$ cat src/rtl/speicher_schnittstelle_pkg.sv
// Shared types and constants for the CPU memory interface.
package speicher_schnittstelle_pkg;

  typedef enum logic [2:0] {
    LEERLAUF,
    INSTR_LESEN,
    DATEN_LESEN,
    DATEN_SCHREIBEN,
    FERTIG
  } zustand_t;

  typedef enum logic [1:0] {
    ART_INSTR,
    ART_LESEN,
    ART_SCHREIBEN
  } zugriffsart_t;

  localparam logic [31:0] FEHLER_WORT_STANDARD = 32'hDEADBEEF;

  // True when no address bit at or above the memory width is set.
  function automatic logic adresseGueltig(input logic [31:0] adresse, input int unsigned breite);
    return (adresse >> breite) == 32'd0;
  endfunction

endpackage

$ cat src/rtl/speicher_schnittstelle_waechter.sv
// Ready-timeout counter: armed by Start, disarmed by Stopp, flags expiry.
module zugriffs_waechter #(
  parameter int unsigned TIMEOUT_ZYKLEN = 255
) (
  input  logic Clock,
  input  logic Reset,
  input  logic Start,
  input  logic Stopp,
  output logic Abgelaufen
);

  localparam int unsigned ZW = (TIMEOUT_ZYKLEN > 1) ? $clog2(TIMEOUT_ZYKLEN + 1) : 1;

  logic [ZW-1:0] zaehler;
  logic          aktiv;

  // Count access cycles while armed; Start restarts from zero.
  always_ff @(posedge Clock or posedge Reset) begin
    if (Reset) begin
      zaehler <= '0;
      aktiv   <= 1'b0;
    end else if (Start) begin
      zaehler <= '0;
      aktiv   <= 1'b1;
    end else if (Stopp) begin
      aktiv   <= 1'b0;
    end else if (aktiv) begin
      zaehler <= zaehler + 1'b1;
    end
  end

  // Expiry is flagged on the cycle whose closing edge would be the TIMEOUT_ZYKLEN-th.
  generate
    if (TIMEOUT_ZYKLEN == 0) begin : g_aus
      assign Abgelaufen = 1'b0;
    end else begin : g_ein
      assign Abgelaufen = aktiv && (zaehler == ZW'(TIMEOUT_ZYKLEN - 1));
    end
  endgenerate

endmodule

$ cat src/rtl/speicher_schnittstelle.sv
// Arbitrates CPU fetch/load/store requests onto one single-port memory with ready handshake.
module speicher_schnittstelle
  import speicher_schnittstelle_pkg::*;
#(
  parameter int unsigned ADRESS_BREITE  = 16,
  parameter int unsigned TIMEOUT_ZYKLEN = 255,
  parameter logic [31:0] FEHLER_WORT    = FEHLER_WORT_STANDARD
) (
  input  logic                     Clock,
  input  logic                     Reset,
  input  logic [31:0]              InstruktionAdresse,
  input  logic                     LeseInstruktion,
  input  logic [31:0]              DatenAdresse,
  input  logic [31:0]              DatenRaus,
  input  logic                     LeseDaten,
  input  logic                     SchreibeDaten,
  output logic [31:0]              Instruktion,
  output logic [31:0]              DatenRein,
  output logic                     InstruktionGeladen,
  output logic                     DatenGeladen,
  output logic                     DatenGespeichert,
  output logic                     ZugriffsFehler,
  output logic [ADRESS_BREITE-1:0] SpeicherAdresse,
  output logic [31:0]              SpeicherSchreibDaten,
  output logic                     SpeicherLesen,
  output logic                     SpeicherSchreiben,
  input  logic [31:0]              SpeicherLeseDaten,
  input  logic                     SpeicherBereit
);

  zustand_t     zustand, zustandNaechst;
  zugriffsart_t art, neueArt;
  logic [31:0]  neueAdresse;
  logic [31:0]  leseWort;
  logic         anfrage, adresseOk, zugriff, ende;
  logic         fehler, start, stopp, abgelaufen;

  zugriffs_waechter #(.TIMEOUT_ZYKLEN(TIMEOUT_ZYKLEN)) uWaechter (
    .Clock      (Clock),
    .Reset      (Reset),
    .Start      (start),
    .Stopp      (stopp),
    .Abgelaufen (abgelaufen)
  );

  // Request priority: store over load over fetch.
  always_comb begin
    neueArt     = ART_INSTR;
    neueAdresse = InstruktionAdresse;
    if (SchreibeDaten) begin
      neueArt     = ART_SCHREIBEN;
      neueAdresse = DatenAdresse;
    end else if (LeseDaten) begin
      neueArt     = ART_LESEN;
      neueAdresse = DatenAdresse;
    end
  end

  assign anfrage   = SchreibeDaten | LeseDaten | LeseInstruktion;
  assign adresseOk = adresseGueltig(neueAdresse, ADRESS_BREITE);
  assign zugriff   = (zustand == INSTR_LESEN) || (zustand == DATEN_LESEN) ||
                     (zustand == DATEN_SCHREIBEN);
  assign ende      = zugriff && (SpeicherBereit || abgelaufen);
  assign leseWort  = SpeicherBereit ? SpeicherLeseDaten : FEHLER_WORT;

  // State register.
  always_ff @(posedge Clock or posedge Reset) begin
    if (Reset) zustand <= LEERLAUF;
    else       zustand <= zustandNaechst;
  end

  // Next-state logic and timeout arming.
  always_comb begin
    zustandNaechst = zustand;
    start          = 1'b0;
    stopp          = 1'b0;
    case (zustand)
      LEERLAUF: begin
        if (anfrage) begin
          if (!adresseOk) begin
            zustandNaechst = FERTIG;
          end else begin
            start = 1'b1;
            case (neueArt)
              ART_SCHREIBEN: zustandNaechst = DATEN_SCHREIBEN;
              ART_LESEN:     zustandNaechst = DATEN_LESEN;
              default:       zustandNaechst = INSTR_LESEN;
            endcase
          end
        end
      end
      INSTR_LESEN, DATEN_LESEN, DATEN_SCHREIBEN: begin
        if (SpeicherBereit || abgelaufen) begin
          zustandNaechst = FERTIG;
          stopp          = 1'b1;
        end
      end
      FERTIG:  zustandNaechst = LEERLAUF;
      default: zustandNaechst = LEERLAUF;
    endcase
  end

  // Capture request at acceptance; latch read result or error word when the access ends.
  always_ff @(posedge Clock or posedge Reset) begin
    if (Reset) begin
      art                  <= ART_INSTR;
      fehler               <= 1'b0;
      Instruktion          <= '0;
      DatenRein            <= '0;
      SpeicherAdresse      <= '0;
      SpeicherSchreibDaten <= '0;
    end else if ((zustand == LEERLAUF) && anfrage) begin
      art             <= neueArt;
      fehler          <= !adresseOk;
      SpeicherAdresse <= neueAdresse[ADRESS_BREITE-1:0];
      if (neueArt == ART_SCHREIBEN) SpeicherSchreibDaten <= DatenRaus;
      if (!adresseOk) begin
        if (neueArt == ART_INSTR) Instruktion <= FEHLER_WORT;
        if (neueArt == ART_LESEN) DatenRein   <= FEHLER_WORT;
      end
    end else if (ende) begin
      fehler <= !SpeicherBereit;
      if (art == ART_INSTR) Instruktion <= leseWort;
      if (art == ART_LESEN) DatenRein   <= leseWort;
    end
  end

  assign SpeicherLesen      = (zustand == INSTR_LESEN) || (zustand == DATEN_LESEN);
  assign SpeicherSchreiben  = (zustand == DATEN_SCHREIBEN);
  assign InstruktionGeladen = (zustand == FERTIG) && (art == ART_INSTR);
  assign DatenGeladen       = (zustand == FERTIG) && (art == ART_LESEN);
  assign DatenGespeichert   = (zustand == FERTIG) && (art == ART_SCHREIBEN);
  assign ZugriffsFehler     = (zustand == FERTIG) && fehler;

endmodule

$ cat config.mk
export PLATFORM = sky130hd
export DESIGN_NAME = speicher_schnittstelle
export DESIGN_NICKNAME = d
export VERILOG_FILES = /design/src/rtl/speicher_schnittstelle_pkg.sv /design/src/rtl/speicher_schnittstelle_waechter.sv /design/src/rtl/speicher_schnittstelle.sv
export SDC_FILE = /design/constraint.sdc
export NUM_CORES = 1
export LEC_CHECK = 0
export BUFFER_PORTS_ARGS = -buffer_cell sky130_fd_sc_hd__buf_4
export CORE_MARGIN = 2
export CORE_UTILIZATION = 35
export CTS_BUF_LIST = sky130_fd_sc_hd__clkbuf_4 sky130_fd_sc_hd__clkbuf_8 sky130_fd_sc_hd__clkbuf_16
export DETAILED_ROUTE_END_ITERATION = 16
export PLACE_DENSITY = 0.68
export REMOVE_ABC_BUFFERS = 1
export SYNTH_ARGS = -nofsm -noshare
export SYNTH_HDL_FRONTEND = slang
export SYNTH_SLANG_ARGS = --single-unit
export TNS_END_PERCENT = 20
$ cat constraint.sdc
create_clock -name Clock -period 5.14 [get_ports Clock]
set_clock_uncertainty 0.15 [all_clocks]
set_input_delay 1.028 -clock Clock [delete_from_list [all_inputs] [get_ports Clock]]
set_output_delay 1.028 -clock Clock [all_outputs]
set_load 0.03 [all_outputs]
==> results.toml <==
[floorplanning]
die-area_sq_um = 18800
core_sq_um = 17400
die_h_um = 137
pin_count = 252
die_w_um = 137
start_util = 0.358
core.rowCount = 48

[cells_and_area]
nets = 938
mostFrequentLayoutCells = "259 x buf_4, 127 x dfrtp_1, 51 x nand2b_1"
syn_to_final_growth_pct = 43.1
fillers = 1575
diodes = 0
drive_gt1_frac = 0.434
mostFrequentLayoutCell = "buf_4"

[power_and_ir_drop]
vdd_drop_max_v = 0.000261
total_power_mw = 4.27
power_density_nw_per_um2 = 480
p_leak_nw = 3.97

[sta]
clock.fmax_mhz = 336
fin_crit_ns = 2.97
rsz0062_at_grt = "false"
setup-tns-final_ns = 0
maxSlewHeadroom = 0.253
drv_slew = 0
hold_violations = 0
hold_ws_ns = 0.328
period_share = 0.579
setup_violations = 0
worstMarginPinSlew_ns = 1.12

[route]
wirelength_um = 19100
dr.pass1.iters = 5
route.vias.total = 5363
drtIter0Drc = 214
ant_nets = 0
wl_per_cell_um = 18.3
drc_errors = 0
viasPerCell = 5.16

[clock_tree]
clkLatencyLatePin_ns = 0.42
cts_sinks = 127
clk_path_buf_depth = 2
numCtsBuffers = 17
post_cts_resized = 0
htreeDepth = 4
cts_tree = "built"
cts_root_buf = "clkbuf_16"
clk_pin_slew_ns = 0.05
cts_setup_buffers = 0
ctsHoldBuffers = 0

[grt]
grt_max_degree = 56
grt_pass1_wl_um = 29800
antenna_found_initial = 0
groute.usage.overall = 0.209
gr-total-overflow = 0
grt_pass1_vias = 5525

[logic_synthesis]
syn_inst = 565
syn_area_sq_um = 6210
synth_seq_cells = 127
syn_area_per_cell_sq_um = 11.0
ys_seq_area_frac = 0.511
ys_warn_count = 0
synth_top_area_cell = "dfrtp_1"
synth_enable_flop_cells = 0
synth-main-ff-cell = "dfrtp_1"
synth_async_sr_flop_share = 1.00
synth.distinct_cells = 49
synth_top_area_share = 0.511
synth_top_cells_by_area = "dfrtp_1 51%, mux2_2 9.1%, nand2b_1 5.1%"

[critical_path]
crit_path_end_kind = "flop"
crit_arrival_ns = 3.12
cp-start-kind = "primary input"
path_common_cell = "buf_4"
path_max_fanout = 40
crit_type = "primary input to flop"
cpPeakStageDelay_ns = 0.67
path_cells = "buf_4, o21ba_2, o22ai_4, buf_4, mux2_1"
cp_slowest_cell = "o22ai_4"
r2r_setup_slack_ns = 2.21
cp.required_ns = 5.28

[min_path]
hp-class = "flop to flop"

[place]
place_congestion = 0.799
dp_hpwl_um = 13400
numPortBuffers = 251

[run_status]
status = "complete, no violations"

[flow_run]
maxCapViolCount = 0
-- cell usage after synthesis, types with 4 or more instances --
cell and instances:
dfrtp_1 127, nor3_1 9, o21ai_0 34, a21oi_1 50, o21a_1 4, clkbuf_1 19
o32ai_1 24, a31oi_1 8, nor2_1 20, buf_2 12, nand3_1 5, and2_1 4
nor4_1 8, mux2i_1 16, mux2_2 50, mux2_1 15, buf_4 4, a22oi_1 6
a21o_1 5, nand4_1 6, buf_6 6, or3_1 7, nand2b_1 51, nand2_1 33
-- worst max-delay path, delay by kind of cell --
kind	cells	cell delay, ns
AO/OA/AOI/OAI	2	0.98
buffers and inverters	2	0.72
multiplexers	1	0.34
-- path summary, 6_finish.rpt --
| path | startpoint | endpoint | cells past startpoint |
|---|---|---|---|
| min in group asynchronous | Reset | SpeicherSchreibDaten[3] | 2 |
| hold reg to reg | SpeicherAdresse[7] | SpeicherAdresse[7] | 2 |
| setup / recovery | SpeicherBereit | Instruktion[27] | 5 |
| setup reg to reg | zustand[0] | Instruktion[27] | 5 |
| hold / removal | SpeicherAdresse[7] | SpeicherAdresse[7] | 2 |
| max in group asynchronous | Reset | uWaechter.zaehler[3] | 3 |
-- metal layers --
metal	share of wire	GRT usage	up-vias
li1	-	-	2551
met1	0.42	0.259	2594
met2	0.49	0.336	192
met3	0.076	0.0740	26
met4	0.019	0.0796	0
met5	0	0	-
-- cell families (layout without fill, tap and decap cells) --
family,count (synthesis),after routing,share of synthesized area
AOI/OAI and AO/OA,151,151,0.159
buffers and inverters,44,294,0.0387
muxes,81,81,0.144
xor gates and xnor gates,1,1,0.00141
DFF,127,127,0.511
adders and majority gates,2,2,0.00403
and+or+nand+nor,159,159,0.142
-- power breakdown --
group,switching (mW),internal [mW]
logic,0.892,0.601
registers,0.174,1.24
clock network,0.443,0.916
total,1.51,2.76
-- sequential cells by signal, indices dropped and copies added (netlist names) --
name	cells
fehler	1
uWaechter.zaehler	8
zustand	3
Instruktion	32
SpeicherAdresse	16
SpeicherSchreibDaten	32
art	2
DatenRein	32
uWaechter.aktiv	1
-- stage by stage --
step           instances  setup WS, ns  area, sq um   util
5_1_grt             1040          2.01         8890  0.512
3_3_place_gp        1008          1.74         8220  0.474
3_5_place_dp        1008          1.70         8220  0.474
4_1_cts             1040          2.15         8890  0.512
2_1_floorplan        524         0.578         5980      -
6_report            1040          2.17         8890  0.512
-- area by class of cell --
type | count | area [sq um] | area share
clock buffers | 23 | 489 | 0.0550
clock inverters | 9 | 180 | 0.0203
inverters | 3 | 13.8 | 0.00155
multi-input cells | 394 | 2810 | 0.316
flip-flops and latches | 127 | 3180 | 0.357
well taps | 225 | 282 | 0.0317
repair buffers | 259 | 1940 | 0.219
(Power assumes the default switching activity.)
